`src/rtl/nand_dq_wr_burst.sv`:
```
// nand_dq_wr_burst
// Write-direction sequencer for the NAND DDR data bus (clk0 domain). Takes a
// burst command plus a stream of {fall, rise} byte pairs and drives the DQ
// IOB data, DQ/DQS tri-state enables and the DQS running enable. DQS is
// driven low for a programmable preamble and postamble.
//
// Build option: define NAND_DQ_WR_STALL_CNT_EN to add the stall_cnt output
// (saturating count of data stall cycles in the current burst).
//
// state | meaning
// ------+------------------------------------------------------------------
// IDLE  | bus released, cmd_ready high
// PRE   | DQS driven low; word accepted in the final preamble cycle
// DATA  | accepting words while remaining != 0
// POST  | last word on the bus, then DQS driven low for the postamble
module nand_dq_wr_burst #(
    parameter int DQ_WIDTH    = 8,
    parameter int LEN_WIDTH   = 16,
    parameter int PRE_CYCLES  = 1,
    parameter int POST_CYCLES = 1
) (
    input  logic                  clk0,
    input  logic                  rst0,
    input  logic                  cmd_valid,
    output logic                  cmd_ready,
    input  logic [LEN_WIDTH-1:0]  cmd_len,
    input  logic                  wdata_valid,
    output logic                  wdata_ready,
    input  logic [2*DQ_WIDTH-1:0] wdata,
    output logic [DQ_WIDTH-1:0]   wr_data_rise,
    output logic [DQ_WIDTH-1:0]   wr_data_fall,
    output logic                  dq_oe_n,
    output logic                  dqs_oe_n,
    output logic                  dqs_toggle,
    output logic                  busy,
`ifdef NAND_DQ_WR_STALL_CNT_EN
    output logic                  done,
    output logic [15:0]           stall_cnt
`else
    output logic                  done
`endif
);

    typedef enum logic [1:0] {IDLE, PRE, DATA, POST} state_t;

    localparam logic [3:0]           PRE_LOAD  = 4'(PRE_CYCLES - 1);
    localparam logic [3:0]           POST_LOAD = 4'(POST_CYCLES);
    localparam logic [LEN_WIDTH-1:0] LEN_ONE   = LEN_WIDTH'(1);

    state_t               state, state_nxt;
    logic [LEN_WIDTH-1:0] remaining, rem_nxt;
    logic [3:0]           phase_cnt, phase_nxt;

    logic [DQ_WIDTH-1:0]  rise_nxt, fall_nxt;
    logic                 dq_oe_n_nxt, dqs_oe_n_nxt, toggle_nxt, done_nxt;
    logic                 cmd_fire, accept;

    // Handshakes decode registered state only (no input-to-output path).
    assign cmd_ready   = (state == IDLE);
    assign busy        = (state != IDLE);
    assign wdata_ready = ((state == PRE) && (phase_cnt == '0)) ||
                         ((state == DATA) && (remaining != '0));
    assign cmd_fire    = cmd_valid & cmd_ready;
    assign accept      = wdata_valid & wdata_ready;

    // State, remaining-word and phase counter registers.
    always_ff @(posedge clk0 or posedge rst0) begin
        if (rst0) begin
            state     <= IDLE;
            remaining <= '0;
            phase_cnt <= '0;
        end else begin
            state     <= state_nxt;
            remaining <= rem_nxt;
            phase_cnt <= phase_nxt;
        end
    end

    // Next-state and counter update; the last-word accept overrides to POST.
    always_comb begin
        state_nxt = state;
        rem_nxt   = remaining;
        phase_nxt = phase_cnt;
        case (state)
            IDLE: begin
                if (cmd_fire) begin
                    rem_nxt = cmd_len;
                    if (cmd_len != '0) begin
                        state_nxt = PRE;
                        phase_nxt = PRE_LOAD;
                    end
                end
            end
            PRE: begin
                if (phase_cnt != '0) phase_nxt = phase_cnt - 1'b1;
                else                 state_nxt = DATA;
            end
            POST: begin
                if (phase_cnt != '0) phase_nxt = phase_cnt - 1'b1;
                else                 state_nxt = IDLE;
            end
            default: ;
        endcase
        if (accept) begin
            rem_nxt = remaining - 1'b1;
            if (remaining == LEN_ONE) begin
                state_nxt = POST;
                phase_nxt = POST_LOAD;
            end
        end
    end

    // Next values of the registered bus outputs; data holds unless a word is taken.
    always_comb begin
        rise_nxt     = wr_data_rise;
        fall_nxt     = wr_data_fall;
        dq_oe_n_nxt  = dq_oe_n;
        dqs_oe_n_nxt = dqs_oe_n;
        toggle_nxt   = 1'b0;
        done_nxt     = 1'b0;
        if (wdata_ready) begin
            dq_oe_n_nxt = 1'b0;
            toggle_nxt  = wdata_valid;
            if (wdata_valid) begin
                rise_nxt = wdata[DQ_WIDTH-1:0];
                fall_nxt = wdata[2*DQ_WIDTH-1:DQ_WIDTH];
            end
        end
        case (state)
            IDLE: begin
                if (cmd_fire) begin
                    if (cmd_len == '0) done_nxt     = 1'b1;
                    else               dqs_oe_n_nxt = 1'b0;
                end
            end
            POST: begin
                dq_oe_n_nxt = 1'b1;
                if (phase_cnt == '0) begin
                    dqs_oe_n_nxt = 1'b1;
                    done_nxt     = 1'b1;
                end
            end
            default: ;
        endcase
    end

    // Output registers.
    always_ff @(posedge clk0 or posedge rst0) begin
        if (rst0) begin
            wr_data_rise <= '0;
            wr_data_fall <= '0;
            dq_oe_n      <= 1'b1;
            dqs_oe_n     <= 1'b1;
            dqs_toggle   <= 1'b0;
            done         <= 1'b0;
        end else begin
            wr_data_rise <= rise_nxt;
            wr_data_fall <= fall_nxt;
            dq_oe_n      <= dq_oe_n_nxt;
            dqs_oe_n     <= dqs_oe_n_nxt;
            dqs_toggle   <= toggle_nxt;
            done         <= done_nxt;
        end
    end

`ifdef NAND_DQ_WR_STALL_CNT_EN
    // Saturating stall counter, cleared on command accept, held after done.
    always_ff @(posedge clk0 or posedge rst0) begin
        if (rst0)                                                 stall_cnt <= '0;
        else if (cmd_fire)                                        stall_cnt <= '0;
        else if (wdata_ready && !wdata_valid && stall_cnt != '1)  stall_cnt <= stall_cnt + 1'b1;
    end
`endif

endmodule

```
`config.mk`:
```
export PLATFORM = sky130hd
export DESIGN_NAME = nand_dq_wr_burst
export DESIGN_NICKNAME = d
export VERILOG_FILES = /design/src/rtl/nand_dq_wr_burst.sv
export SDC_FILE = /design/constraint.sdc
export NUM_CORES = 1
export LEC_CHECK = 0
export CAP_MARGIN = 30
export CORE_MARGIN = 8
export CORE_UTILIZATION = 49
export DETAILED_ROUTE_END_ITERATION = 8
export PLACE_DENSITY_LB_ADDON = 0.08
export SYNTH_ARGS = -nofsm -noshare
export SYNTH_HDL_FRONTEND = slang
export SYNTH_SLANG_ARGS = --single-unit
```
`constraint.sdc`:
```
create_clock -name clk0 -period 2.4 [get_ports clk0]
set_input_delay 0.24 -clock clk0 [delete_from_list [all_inputs] [get_ports clk0]]
set_output_delay 0.24 -clock clk0 [all_outputs]
set_load 0.01 [all_outputs]
```
==> metrics.md <==
| Metric | Value |
|---|---|
| Hold WC Path Type | `input pin to asynchronous set/reset pin` |
| Ports | `59` |
| Arrival @ worst endpoint | `2.45 ns` |
| Area Growth Syn to Fin | `35.7%` |
| DPL Wire Length | `4660 microns` |
| Final nets | `362` |
| Finish-stage setup viols | `0` |
| CTS tree | `built` |
| Largest net degree at the start of global routing | `43` |
| RSZ-0062 raised after global routing | `yes` |
| Worst-Margin Slew | `0.539 ns` |
| First-pass GRT wire length | `10600 microns` |
| Post-synthesis cell type count | `46` |
| CTS clk-pin slew, worst paths | `0.08 ns` |
| Placed cell areas | `2980 sq um` |
| CTS Sinks | `42` |
| Finished Cell Area | `3110 sq um` |
| TNS Setup | `0 ns` |
| Initial detailed-routing violation count | `182` |
| Fin. Hold Viols | `0` |
| Antenna violations before repair | `0` |
| Share of post-route cells with drive strength above 1 | `12.2%` |
| Clock Path Buffers | `2` |
| CTS Buf Count | `5` |
| First-pass iteration count of the detailed router | `4` |
| Synth async-reset ratio | `100%` |
| Starting Density | `49.5%` |
| Total global routing track utilization | `18.5%` |
| Vias | `2150` |
| Clk_skew | `0.00815 ns` |
| Post-route ant nets | `0` |
| Main area contributors after synthesis | `dfrtp_1 (44%), nand2_1 (10%), a21oi_1 (4.1%)` |
| Ys Warns | `0` |
| Commonest non-fill, non-tap cell in the layout | `nand2_1` |
| Row count | `25` |
| Drt via density | `5.75` |
| Port Buffers | `58` |
| Dominant synthesized flop cell | `dfrtp_1` |
| Most frequent cells in the layout | `nand2_1 (61), clkdlybuf4s50_1 (57), dfrtp_1 (39)` |
| Syn nets | `293` |
| Final max-slew violation count | `0` |
| # diodes | `0` |
| CP endpoint kind | `flop` |
| Max VDD drop | `0.854 mV` |
| Post-layout minimum cycle time | `2.27 ns` |
| Die area | `7130 sq um` |
| Die H | `84.4 microns` |
| Remaining routing DRC violations | `0` |
| Required @ worst endpoint | `2.59 ns` |
| Wire per inst | `17.0 microns` |
| Maxcap violations | `0` |
| Lkg Pwr | `0.00137 uW` |
| Peak Freq | `441 MHz` |
| Relative slew slack | `64.1%` |
| Final Wtd Congestion | `0.845` |
| Syn Area/Cell | `9.17 sq um` |
| Critical path class | `flop to flop` |
| Crit path max fanout | `20` |
| CTS H-Tree Depth | `2` |
| Share of the synthesized area in the top cell type | `43.6%` |
| Final Cycle Share | `94.5%` |
| Run status | `complete, no violations` |
| Post-Route WL | `6360 microns` |
| Vias in the first global route | `2137` |
| Critical path startpoint category | `flop` |
| Core Box Area | `4630 sq um` |
| GR Overflow Total | `0` |
| Synth area leader | `dfrtp_1` |
| Layout Utilization | `67.2%` |
| EDFF count, synth | `0` |
| Synthesized area | `2290 sq um` |
| Power per cell area | `1260 nW/um^2` |
| Synth Register Bits | `42` |
| Sequential area share after synthesis | `45.9%` |
| Root Driver | `clkbuf_8` |
| Clock Latency Late Sink | `0.30 ns` |
| Mapped Cells | `250` |
| Chip Width | `84.4 microns` |
[final timing paths]
path,from,endpoint,slack [ns],depth (start not counted)
setup / recovery,remaining[1],remaining[3],0.13,9
hold / removal,rst0,wr_data_fall[3],0.38,3
setup reg to reg,remaining[1],remaining[3],0.13,9
hold reg to reg,wr_data_rise[2],wr_data_rise[2],0.48,2
max in group asynchronous,rst0,remaining[11],1.63,3
min in group clk0,wdata[2],wr_data_rise[2],0.47,3
[metrics by stage]
step	setup WS, ns	total power (uW)	cells	hold slack (ns)
3_3_place_gp	0.288	3270	364	0.456
5_1_grt	-0.00883	4230	374	0.432
4_1_cts	0.00115	3930	374	0.395
3_5_place_dp	0.220	3320	364	0.462
2_1_floorplan	0.370	2520	250	0.345
6_report	0.132	3910	374	0.377
[cell type report]
type / count / area (sq um)
clock buffers: 7 / 76.3
well taps: 54 / 67.6
fillers: 387 / 1520
inverters: 13 / 48.8
repair buffers: 71 / 681
clock inverters: 1 / 30.0
multi-input cells: 186 / 1150
flip-flops and latches: 42 / 1050
[per-layer routing]
layer | wire length [microns] | share of wire, % | global-route usage [%]
met1 | 2900 | 46 | 23.2
met2 | 3060 | 48 | 30.7
met3 | 349 | 5.5 | 5.07
met4 | 43 | 0.68 | 4.05
met5 | 0 | 0 | 0
[where the power goes]
group / leakage, uW / switching [uW] / internal, uW
registers: 0.000513 / 302 / 1030
logic: 0.000805 / 1010 / 1000
clock network: 0.0000524 / 251 / 312
[cells by family after synthesis]
kind of cell             Yosys count  synth area share, %
AO/OA/AOI/OAI                     59                 19.4
adder cells (fa/ha/maj)            7                 3.82
buffers and inverters             22                 4.25
flip-flops                        42                 45.9
multiplexers                       1                0.436
AND/OR/NAND/NOR                  119                 26.2
[Yosys cell counts (4+ instances only)]
cell / number
nand2_1: 61
dfrtp_1: 40
a21oi_1: 19
inv_1: 12
nor2_1: 10
a221o_1: 8
nand3_1: 8
ha_1: 7
nor4_1: 7
buf_2: 6
o21ai_0: 6
o221a_2: 6
and3_1: 5
nand4_1: 5
nand2b_1: 4
nor3_1: 4
o31ai_1: 4
[repair_timing]
action	4_1_cts	5_1_grt
endpoints found under the setup margin	1	5
hold buffers	0	0
resized for setup	3	2
pin swaps	1	0
buffers inserted	2	0
[critical path, cell delays in order (launching register included)]
cell and delay [ns]:
dfrtp_1 0.39, inv_1 0.09, ha_2 0.19, nor3b_4 0.15, buf_4 0.15, a41oi_2 0.25, nor2_4 0.11, inv_2 0.32
nor2_4 0.13, a221o_1 0.36
[sequential cells by signal, indices dropped and copies added (netlist names)]
register / flops
wr_data_rise: 8
wr_data_fall: 8
phase_cnt: 4
remaining: 16
dqs_oe_n: 1
done: 1
dq_oe_n: 1
dqs_toggle: 1
state: 2
(Power assumes the default switching activity.)
